$ cat config.mk
export PLATFORM = sky130hd
export DESIGN_NAME = trsq_bus_fabric_flat
export DESIGN_NICKNAME = d
export VERILOG_FILES = /design/src/rtl/trsq_bus_fabric_if.sv /design/src/rtl/trsq_bus_fabric.sv /design/src/flat_wrapper.sv
export SDC_FILE = /design/constraint.sdc
export NUM_CORES = 2
export LEC_CHECK = 0
export CAP_MARGIN = 20
export CORE_MARGIN = 4
export CORE_UTILIZATION = 45
export DETAILED_ROUTE_END_ITERATION = 7
export PLACE_DENSITY_LB_ADDON = 0.2
export RECOVER_POWER = 50
export SLEW_MARGIN = 20
export SYNTH_ARGS = -nofsm -noshare
export SYNTH_HDL_FRONTEND = slang
export SYNTH_SLANG_ARGS = --single-unit
$ cat constraint.sdc
create_clock -name clk -period 2.5 [get_ports clk]
set_input_delay 0.25 -clock clk [delete_from_list [all_inputs] [get_ports clk]]
set_output_delay 0.25 -clock clk [all_outputs]
set_load 0.02 [all_outputs]
$ cat src/rtl/trsq_bus_fabric_if.sv
// CPU data-port and peripheral-slave bundle around trsq_bus_fabric.
// slave: the fabric's view; master: the CPU/peripheral side driving it.
interface trsq_bus_fabric_if #(
  parameter int unsigned ADDR_W  = 8,
  parameter int unsigned DATA_W  = 8,
  parameter int unsigned NUM_SLV = 3
);
  logic [ADDR_W-1:0]         cpu_addr;
  logic [DATA_W-1:0]         cpu_wdata;
  logic [DATA_W-1:0]         cpu_rdata;
  logic                      cpu_wr_en;
  logic                      cpu_rd_en;
  logic                      cpu_stall;
  logic [DATA_W-1:0]         cpu_status;
  logic [ADDR_W-1:0]         slv_addr;
  logic [DATA_W-1:0]         slv_wdata;
  logic [NUM_SLV-1:0]        slv_wr_en;
  logic [NUM_SLV-1:0]        slv_rd_en;
  logic [NUM_SLV*DATA_W-1:0] slv_rdata;
  logic [NUM_SLV-1:0]        slv_ready;

  modport slave (
    input  cpu_addr, cpu_wdata, cpu_wr_en, cpu_rd_en, cpu_status, slv_rdata, slv_ready,
    output cpu_rdata, cpu_stall, slv_addr, slv_wdata, slv_wr_en, slv_rd_en
  );

  modport master (
    output cpu_addr, cpu_wdata, cpu_wr_en, cpu_rd_en, cpu_status, slv_rdata, slv_ready,
    input  cpu_rdata, cpu_stall, slv_addr, slv_wdata, slv_wr_en, slv_rd_en
  );
endinterface

$ cat src/rtl/trsq_bus_fabric.sv
// CPU data-port interconnect: RAM, NUM_SLV wait-state peripheral windows, fault/status regs.
// Optional macro FABRIC_TIMEOUT_EN enables the wait-state timeout abort.
module trsq_bus_fabric #(
  parameter int unsigned               ADDR_W        = 8,
  parameter int unsigned               DATA_W        = 8,
  parameter int unsigned               RAM_DEPTH     = 128,
  parameter int unsigned               NUM_SLV       = 3,
  parameter int unsigned               SLV_SPAN_LOG2 = 2,
  parameter logic [NUM_SLV*ADDR_W-1:0] SLV_BASE      = {8'h90, 8'h84, 8'h80},
  parameter logic [ADDR_W-1:0]         ERR_ADDR      = 8'hFF,
  parameter int unsigned               TIMEOUT       = 15
) (
  input  logic             clk,
  input  logic             reset_n,
  trsq_bus_fabric_if.slave bus,
  output logic             bus_err_irq
);

  localparam int unsigned      RAM_AW     = (RAM_DEPTH > 1) ? $clog2(RAM_DEPTH) : 1;
  localparam logic [ADDR_W-1:0] FADDR_ADDR = ERR_ADDR - ADDR_W'(1);

  if (TIMEOUT == 0) begin : g_timeout_chk
    $error("TIMEOUT must be at least 1");
  end

  typedef enum logic [0:0] {StIdle, StWait} state_e;

  logic access, wr_acc, rd_acc;
  assign access = bus.cpu_wr_en | bus.cpu_rd_en;
  assign wr_acc = bus.cpu_wr_en;
  assign rd_acc = bus.cpu_rd_en & ~bus.cpu_wr_en;

  // Address decode, priority RAM > slaves (lowest index) > ERR_ADDR > ERR_ADDR-1.
  logic               ram_sel, slv_any, err_sel, faddr_sel, unmapped;
  logic [NUM_SLV-1:0] slv_sel;

  always_comb begin
    ram_sel = 32'(bus.cpu_addr) < RAM_DEPTH;
    slv_sel = '0;
    slv_any = 1'b0;
    for (int i = 0; i < int'(NUM_SLV); i++) begin
      if (!ram_sel && !slv_any &&
          ((bus.cpu_addr >> SLV_SPAN_LOG2) ==
           (SLV_BASE[i*ADDR_W +: ADDR_W] >> SLV_SPAN_LOG2))) begin
        slv_sel[i] = 1'b1;
        slv_any    = 1'b1;
      end
    end
    err_sel   = !ram_sel && !slv_any && (bus.cpu_addr == ERR_ADDR);
    faddr_sel = !ram_sel && !slv_any && !err_sel && (bus.cpu_addr == FADDR_ADDR);
    unmapped  = !(ram_sel || slv_any || err_sel || faddr_sel);
  end

  logic [DATA_W-1:0] slv_rd_mux;
  logic              sel_ready, slv_access;

  always_comb begin
    slv_rd_mux = '0;
    for (int i = 0; i < int'(NUM_SLV); i++) begin
      if (slv_sel[i]) slv_rd_mux = bus.slv_rdata[i*DATA_W +: DATA_W];
    end
  end

  assign sel_ready  = |(bus.slv_ready & slv_sel);
  assign slv_access = access & slv_any;

  assign bus.slv_addr  = bus.cpu_addr;
  assign bus.slv_wdata = bus.cpu_wdata;
  assign bus.slv_wr_en = slv_sel & {NUM_SLV{wr_acc}};
  assign bus.slv_rd_en = slv_sel & {NUM_SLV{rd_acc}};

  state_e state_q;
  logic   stall_raw, abort;

`ifdef FABRIC_TIMEOUT_EN
  localparam int unsigned WCNT_W = ($clog2(TIMEOUT + 1) > 4) ? $clog2(TIMEOUT + 1) : 4;
  logic [WCNT_W-1:0] wcnt_q;
`endif

  always_comb begin
    stall_raw = 1'b0;
    abort     = 1'b0;
    unique case (state_q)
      StIdle: stall_raw = slv_access & ~sel_ready;
      StWait: begin
        if (slv_access && !sel_ready) begin
`ifdef FABRIC_TIMEOUT_EN
          if (wcnt_q == WCNT_W'(TIMEOUT)) abort = 1'b1;
          else                            stall_raw = 1'b1;
`else
          stall_raw = 1'b1;
`endif
        end
      end
      default: stall_raw = 1'b0;
    endcase
  end

  // Reset forces stall low even while the CPU still holds an access.
  assign bus.cpu_stall = stall_raw & reset_n;

  always_ff @(posedge clk or negedge reset_n) begin
    if (!reset_n) begin
      state_q <= StIdle;
`ifdef FABRIC_TIMEOUT_EN
      wcnt_q  <= '0;
`endif
    end else begin
      unique case (state_q)
        StIdle: begin
          if (slv_access && !sel_ready) begin
            state_q <= StWait;
`ifdef FABRIC_TIMEOUT_EN
            wcnt_q  <= WCNT_W'(1);
`endif
          end
        end
        StWait: begin
          if (!slv_access || sel_ready || abort) begin
            state_q <= StIdle;
          end
`ifdef FABRIC_TIMEOUT_EN
          else begin
            wcnt_q <= wcnt_q + WCNT_W'(1);
          end
`endif
        end
        default: state_q <= StIdle;
      endcase
    end
  end

  // Fault capture: clear is applied first so a same-cycle fault survives it.
  logic              unm_flag_q, unm_flag_d, to_flag, irq_q;
  logic [3:0]        ecnt_q, ecnt_d;
  logic [ADDR_W-1:0] faddr_q, faddr_d;
  logic              fault_ev, err_clr;

  assign fault_ev = (access & unmapped) | abort;
  assign err_clr  = bus.cpu_wr_en & err_sel;

  always_comb begin
    unm_flag_d = unm_flag_q & ~err_clr;
    if (access && unmapped) unm_flag_d = 1'b1;
    ecnt_d = err_clr ? 4'd0 : ecnt_q;
    if (fault_ev && (ecnt_d != 4'hF)) ecnt_d = ecnt_d + 4'd1;
    faddr_d = fault_ev ? bus.cpu_addr : faddr_q;
  end

  always_ff @(posedge clk or negedge reset_n) begin
    if (!reset_n) begin
      unm_flag_q <= 1'b0;
      ecnt_q     <= '0;
      faddr_q    <= '0;
      irq_q      <= 1'b0;
    end else begin
      unm_flag_q <= unm_flag_d;
      ecnt_q     <= ecnt_d;
      faddr_q    <= faddr_d;
      irq_q      <= unm_flag_q | to_flag;
    end
  end

`ifdef FABRIC_TIMEOUT_EN
  logic to_flag_q;
  always_ff @(posedge clk or negedge reset_n) begin
    if (!reset_n) to_flag_q <= 1'b0;
    else          to_flag_q <= abort | (to_flag_q & ~err_clr);
  end
  assign to_flag = to_flag_q;
`else
  assign to_flag = 1'b0;
`endif

  assign bus_err_irq = irq_q;

  // Word 0 is a read-only mirror of the CPU status register.
  logic [DATA_W-1:0] mem_q [RAM_DEPTH];
  logic [RAM_AW-1:0] ram_idx;
  assign ram_idx = bus.cpu_addr[RAM_AW-1:0];

  always_ff @(posedge clk or negedge reset_n) begin
    if (!reset_n) begin
      for (int i = 0; i < int'(RAM_DEPTH); i++) mem_q[i] <= '0;
    end else begin
      mem_q[0] <= bus.cpu_status;
      if (wr_acc && ram_sel && (ram_idx != '0)) mem_q[ram_idx] <= bus.cpu_wdata;
    end
  end

  always_comb begin
    bus.cpu_rdata = '0;
    if (ram_sel)        bus.cpu_rdata = mem_q[ram_idx];
    else if (slv_any)   bus.cpu_rdata = abort ? '1 : slv_rd_mux;
    else if (err_sel)   bus.cpu_rdata = DATA_W'({ecnt_q, 2'b00, to_flag, unm_flag_q});
    else if (faddr_sel) bus.cpu_rdata = DATA_W'(faddr_q);
  end

endmodule

$ cat src/flat_wrapper.sv
// flat-port wrapper written by rule: the top's interface ports become plain ports
module trsq_bus_fabric_flat 
#(
  parameter int unsigned               ADDR_W        = 8,
  parameter int unsigned               DATA_W        = 8,
  parameter int unsigned               RAM_DEPTH     = 128,
  parameter int unsigned               NUM_SLV       = 3,
  parameter int unsigned               SLV_SPAN_LOG2 = 2,
  parameter logic [NUM_SLV*ADDR_W-1:0] SLV_BASE      = {8'h90, 8'h84, 8'h80},
  parameter logic [ADDR_W-1:0]         ERR_ADDR      = 8'hFF,
  parameter int unsigned               TIMEOUT       = 15
)
  (clk, reset_n, bus_err_irq, bus_cpu_addr, bus_cpu_wdata, bus_cpu_wr_en, bus_cpu_rd_en, bus_cpu_status, bus_slv_rdata, bus_slv_ready, bus_cpu_rdata, bus_cpu_stall, bus_slv_addr, bus_slv_wdata, bus_slv_wr_en, bus_slv_rd_en);
  trsq_bus_fabric_if #(.ADDR_W(ADDR_W), .DATA_W(DATA_W), .NUM_SLV(NUM_SLV)) bus_i ();
  input  logic clk;
  input  logic reset_n;
  output logic bus_err_irq;
  input wire logic [$bits(bus_i.cpu_addr)-1:0] bus_cpu_addr;
  input wire logic [$bits(bus_i.cpu_wdata)-1:0] bus_cpu_wdata;
  input wire logic [$bits(bus_i.cpu_wr_en)-1:0] bus_cpu_wr_en;
  input wire logic [$bits(bus_i.cpu_rd_en)-1:0] bus_cpu_rd_en;
  input wire logic [$bits(bus_i.cpu_status)-1:0] bus_cpu_status;
  input wire logic [$bits(bus_i.slv_rdata)-1:0] bus_slv_rdata;
  input wire logic [$bits(bus_i.slv_ready)-1:0] bus_slv_ready;
  output wire logic [$bits(bus_i.cpu_rdata)-1:0] bus_cpu_rdata;
  output wire logic [$bits(bus_i.cpu_stall)-1:0] bus_cpu_stall;
  output wire logic [$bits(bus_i.slv_addr)-1:0] bus_slv_addr;
  output wire logic [$bits(bus_i.slv_wdata)-1:0] bus_slv_wdata;
  output wire logic [$bits(bus_i.slv_wr_en)-1:0] bus_slv_wr_en;
  output wire logic [$bits(bus_i.slv_rd_en)-1:0] bus_slv_rd_en;
  assign bus_i.cpu_addr = bus_cpu_addr;
  assign bus_i.cpu_wdata = bus_cpu_wdata;
  assign bus_i.cpu_wr_en = bus_cpu_wr_en;
  assign bus_i.cpu_rd_en = bus_cpu_rd_en;
  assign bus_i.cpu_status = bus_cpu_status;
  assign bus_i.slv_rdata = bus_slv_rdata;
  assign bus_i.slv_ready = bus_slv_ready;
  assign bus_cpu_rdata = bus_i.cpu_rdata;
  assign bus_cpu_stall = bus_i.cpu_stall;
  assign bus_slv_addr = bus_i.slv_addr;
  assign bus_slv_wdata = bus_i.slv_wdata;
  assign bus_slv_wr_en = bus_i.slv_wr_en;
  assign bus_slv_rd_en = bus_i.slv_rd_en;
  trsq_bus_fabric #(.ADDR_W(ADDR_W), .DATA_W(DATA_W), .RAM_DEPTH(RAM_DEPTH), .NUM_SLV(NUM_SLV), .SLV_SPAN_LOG2(SLV_SPAN_LOG2), .SLV_BASE(SLV_BASE), .ERR_ADDR(ERR_ADDR), .TIMEOUT(TIMEOUT)) u_core (.clk(clk), .reset_n(reset_n), .bus(bus_i), .bus_err_irq(bus_err_irq));
endmodule
Word-level counts from Yosys, hierarchy flattened
Index checks and enable logic that the tools add are counted.
- register bits: 1039
- bits of input ports: 55
- output and inout bits: 32
- add/sub/neg operators: 1
- order comparisons: 3
- eq/ne operators: 6
- muxes and demuxes: 26
- bitwise logic cells: 16
- reduce and logical (&&, ||, !) cells: 29
- operators by type and width (kind ; number):
    1024-bit bitwise mux ; 1
    1024-bit two-way mux ; 1
    8-bit two-way mux ; 10
    8-bit binary-select mux with 7-bit select ; 1
    8-bit demux with 7-bit select ; 1
    6-bit == test (second input constant) ; 3
    8-bit == test (second input constant) ; 2
    1-bit logical AND ; 15
    3-bit bitwise AND ; 3
    8-bit greater-or-equal comparator (second input constant) ; 1
    1-bit zero test ; 8
    8-bit by 1-bit < comparator with 1-bit output (second input constant) ; 1
    8-bit < comparator (second input constant) ; 1
    1-bit two-way mux ; 8
    4-bit two-way mux ; 2
    7-bit inverter with 8-bit output ; 1
    1-bit bitwise AND ; 7
    7-bit nonzero test ; 1
    4-bit by 1-bit adder with 4-bit output (second input constant) ; 1
    1-bit logical OR ; 4
    4-bit inequality test (second input constant) ; 1
    1-bit inverter ; 4
    1-bit case mux with 2 select lines ; 2
    3-bit OR reduction ; 1
    1-bit bitwise OR ; 1

Logic depth before layout (Yosys ltp)
- word-level depth: 23
- gate-level depth with buffers: 13
- mapped depth without buffers: 11

Least setup slack after synthesis
No wires, ideal clock.
- path type: in2reg
- from: in bus_cpu_addr[2]
- to: reg u_core.ecnt_q[1]
- arrival: 2.258 ns
- required time: 2.375 ns
- path slack: 0.118 ns
- stages: 11
- path buffers: 3
- cells stage by stage: buf_4 -> buf_2 -> buf_2 -> nand2_2 -> nor2_1 -> nand2_1 -> and2_1 -> ha_1 -> nand2_1 -> o21a_1 -> mux2_2
- cells in the longest elaborated chain, start to end: 23
- elaborated cells between the ends (all ways): 34
- those cells by class: 1 x add/sub; 1 x order compare; 6 x eq/ne; 5 x mux; 2 x bitwise; 19 x reduce/logical
- ends and longest elaborated chain (element ; RTL line ; text):
    start, declared ; flat_wrapper.sv:18 ; input wire logic [$bits(bus_i.cpu_addr)-1:0] bus_cpu_addr;
    branches (longest 22 deep; another with 8-bit < comparator) ; -- ;
    4-bit two-way mux (*) ; trsq_bus_fabric.sv:146 ; if (fault_ev && (ecnt_d != 4'hF)) ecnt_d = ecnt_d + 4'd1;
    net u_core.ecnt_d[1] ; trsq_bus_fabric.sv:135 ; logic [3:0] ecnt_q, ecnt_d;
    end signal, assigned ; trsq_bus_fabric.sv:158 ; ecnt_q <= ecnt_d;
    end, declared ; trsq_bus_fabric.sv:135 ;
Mark *: on every way through the listed nets, which the timed path passes.
A chain may end at the register's enable or synchronous reset.

==> impl_metrics.yaml <==
run_status:
  status: "complete, but fails checks"
  failed_checks: "capacitance limit, slew limit, setup timing"
sta:
  final-setup-viol-count: 130
  fin_ws_ns: -0.9077
  min_period_over_period_pct: 136.3
  fmax_ghz: 0.2935
  clock_skew_ns: 0.004070
  slew_viol_final: 9
  relSlewSlack_pct: -35.04
  fin_crit_ns: 3.408
  worst_pin_slew_ns: 2.026
  finalHoldViolations: 0
  rsz0062_at_grt: "yes"
  setup-tns-final_ns: -22.68
critical_path:
  critical_path_peak_fanout: 2
  crit_chain: "mux4_2 > or3_4 > o2111ai_2 > o221ai_2 > o21a_1 > o41ai_2 > buf_4 > a21oi_4 > buf_6"
  timing.rr.start: "u_core.ecnt_q[0]$_DFF_PN0_"
  endpoint: "bus_cpu_rdata[6]"
  reg2reg_depth: 7
  path_buf_inv: 2
  worstSetupEndpointType: "output pin"
  crit_slowest_cell: "mux4_2"
  crit_family: "compound AO/OA/AOI/OAI gates"
  r2r_slack_ns: 1.02
  cp-start-kind: "flop"
  slowest_delay_ns: 0.54
  reg2reg_to: "u_core.ecnt_q[3]$_DFF_PN0_"
  path_depth: 9
  critPathKind: "reg2out"
  arrival_ns: 3.16
  cp.required_ns: 2.25
logic_synthesis:
  synth_top_family_by_area: "multiplexers"
  yosysMostFrequentCell: "mux2_2"
  synth-adder-area-share_pct: 0.02589
  synthTopCellsByCount: "mux2_2 (1076), dfrtp_1 (1038), nand2_1 (169), clkbuf_1 (147), mux4_2 (125)"
  synth-edff-count: 0
  synth.area.mux_share_pct: 33.97
  synth-compound-area-share_pct: 5.472
  synth_xor_area_share_pct: 0.03624
  ys_async_sr_fraction_pct: 100.0
  synthSimpleGateAreaFrac_pct: 3.792
  yosys_register_bits: 1038
  yosysSeqAreaShare_pct: 53.74
  ys.flop_type: "dfrtp_1"
  yosys.area.top_type: "dfrtp_1"
  ys_warn_count: 0
  ys_types: 78
  synth.top_cells.by_area: "dfrtp_1 (54%), mux2_2 (25%), mux4_2 (5.8%)"
  syn_avg_cell_area_um2: 14.21
  syn_nets: 3458
  synth_top_area_share_pct: 53.74
  synth_area_um2: 48340
  syn_inst: 3402
route:
  drt-total-wl_um: 155600
  avgRoutedWirePerCell_um: 28.90
  drt_iter0_drc: 2549
  antenna_left: 0
  first_pass_iters: 5
  post_drt_via_cell_ratio: 6.056
  drc: 0
  vias: 32620
grt:
  grt_pass1_vias: 34720
  grt_max_degree: 139
  grt_pass1_wl_um: 234200
  antenna_found_initial: 3
  grt_overflow_total: 0
  grtUsageTotal_pct: 27.75
clock_network:
  cts_root_buf: "clkbuf_16"
  cts.sinks: 1038
  htreeDepth: 3
  cts_tree: "yes"
  clkTransAtPathRegs_ns: 0.06
  cts_buffers: 111
  clk_path_buf_depth: 3
  clkLatencyLatePin_ns: 0.68
pwr:
  power_uw: 39130
  clkPwrFrac_pct: 42.9
  combPwrFrac_pct: 10.8
  power.switching_uw: 9648
  power_frac_seq_pct: 46.3
  power.leakage_uw: 0.02878
  ir_drop_v: 0.0006245
  p_per_area_nw_per_um2: 652.5
  p_int_uw: 29480
  swShare_pct: 24.66
worst_hold_path:
  min_path_type: "in2reg"
die:
  num_rows: 119
  initial_core_util_pct: 45.59
  die_height_um: 335.7
  die_area_um2: 112700
  dieWidth_um: 335.7
  core_um2: 106000
  ios: 87
layout:
  regArea_um2: 25970
  nNetsFinal: 3960
  areaGrowthSynthToFinish_pct: 24.06
  fill_cells: 8488
  final_core_util_pct: 56.56
  fin_area_um2: 59960
  multi_input_area_um2: 21720
  drive_gt1_share_pct: 54.13
  stdcell_count: 5386
placed_design:
  io_buffers: 86
  globalplace.congestion: 0.9567
  dpl.hpwl_um: 106800
  dp.cells: 5170
  placed_area_um2: 55380
job:
  maxCapViolCount: 1
[worst min-delay path by stage]
stage / from / cells past startpoint / slack, ns / to
4_1_cts: bus_cpu_addr[2] / 3 / 0.03 / u_core.faddr_q[2]$_DFFE_PN0P_
2_1_floorplan: reset_n / 0 / -0.05 / async pin
5_1_grt: bus_cpu_addr[2] / 3 / 0.06 / u_core.faddr_q[2]$_DFFE_PN0P_
3_5_place_dp: u_core.unm_flag_q$_DFF_PN0_ / 0 / 0.40 / u_core.bus_err_irq$_DFF_PN0_
3_3_place_gp: u_core.unm_flag_q$_DFF_PN0_ / 0 / 0.40 / u_core.bus_err_irq$_DFF_PN0_
6_report: bus_cpu_addr[2] / 3 / 0.07 / u_core.faddr_q[2]$_DFFE_PN0P_
[power by group through the flow]
stage	Clock, µW	Combinational [µW]	Sequential, µW
after floorplan	0	2110	18200
after global placement	0	3950	18300
after detailed placement	0	4050	18400
after CTS	17100	4200	18100
after global routing	17800	4490	18200
final	16800	4230	18100
[final cells by class]
type                    count  share of cell area (%)
flip-flops and latches   1038                   43.32
multi-input cells        2082                   36.22
repair buffers            665                   11.31
clock buffers             172                   5.621
well taps                1391                   2.903
clock inverters            31                  0.5947
inverters                   6                 0.03756
diodes                      1                0.004173
[timing repair]
| action | CTS | global route |
|---|---|---|
| gates resized for setup | 178 | 44 |
| pin swaps | 46 | 22 |
| hold endpoints to repair | 905 | 0 |
| hold buffers | 6 | 0 |
| setup endpoints to repair | 15 | 31 |
| buffers inserted | 14 | 1 |
[layout by cell type, fill, tap and decap left out, drive strengths merged, types with 5 or more instances in the layout]
cell	instances
mux2	1080
dfrtp	1038
buf	590
nand2	189
clkbuf	178
mux4	136
nor2	117
mux2i	115
a21oi	60
a221oi	60
a22oi	47
o21ai	44
clkdlybuf4s50	41
a221o	22
clkinv	22
dlygate4sd3	20
o22ai	17
nand3	16
a31oi	14
nor2b	13
o2bb2ai	12
o221ai	12
nor3	11
a22o	10
and2	9
and3	9
inv	8
bufinv	7
a2111oi	7
a211oi	7
o211ai	6
dlygate4sd2	6
o21a	6
nand2b	5
or3	5
[worst register-to-register path: stages, from the launching register on]
cell	delay (ns)
dfrtp_1	0.41
and2_1	0.17
ha_1	0.22
nand2_1	0.07
o21a_1	0.15
nand4_1	0.12
xor2_1	0.15
a21oi_1	0.12
[metrics by stage]
stage	hold slack, ns	setup WS, ns
4_1_cts	0.02715	-1.005
6_report	0.06624	-0.9077
3_5_place_dp	0.4024	-1.380
5_1_grt	0.05919	-0.9976
2_1_floorplan	-0.04559	0.1178
3_3_place_gp	0.3993	-1.440
[layer usage]
metal / up-vias / share of wire, % / track usage (%)
met3: 300 / 6.2 / 4.507
li1: 13720 / - / -
met1: 17490 / 44 / 39.68
met2: 1120 / 46 / 43.41
met4: 0 / 4.0 / 9.572
met5: - / 0 / 0
[cells by family (layout without fill, tap and decap cells)]
kind of cell | count (synthesis) | after routing
simple gates | 389 | 389
fa+ha+maj | 1 | 1
other cells | 0 | 1
xor+xnor | 2 | 2
compound gates | 359 | 359
buf+inv | 282 | 874
mux | 1331 | 1331
flops | 1038 | 1038
(Power assumes the default switching activity.)
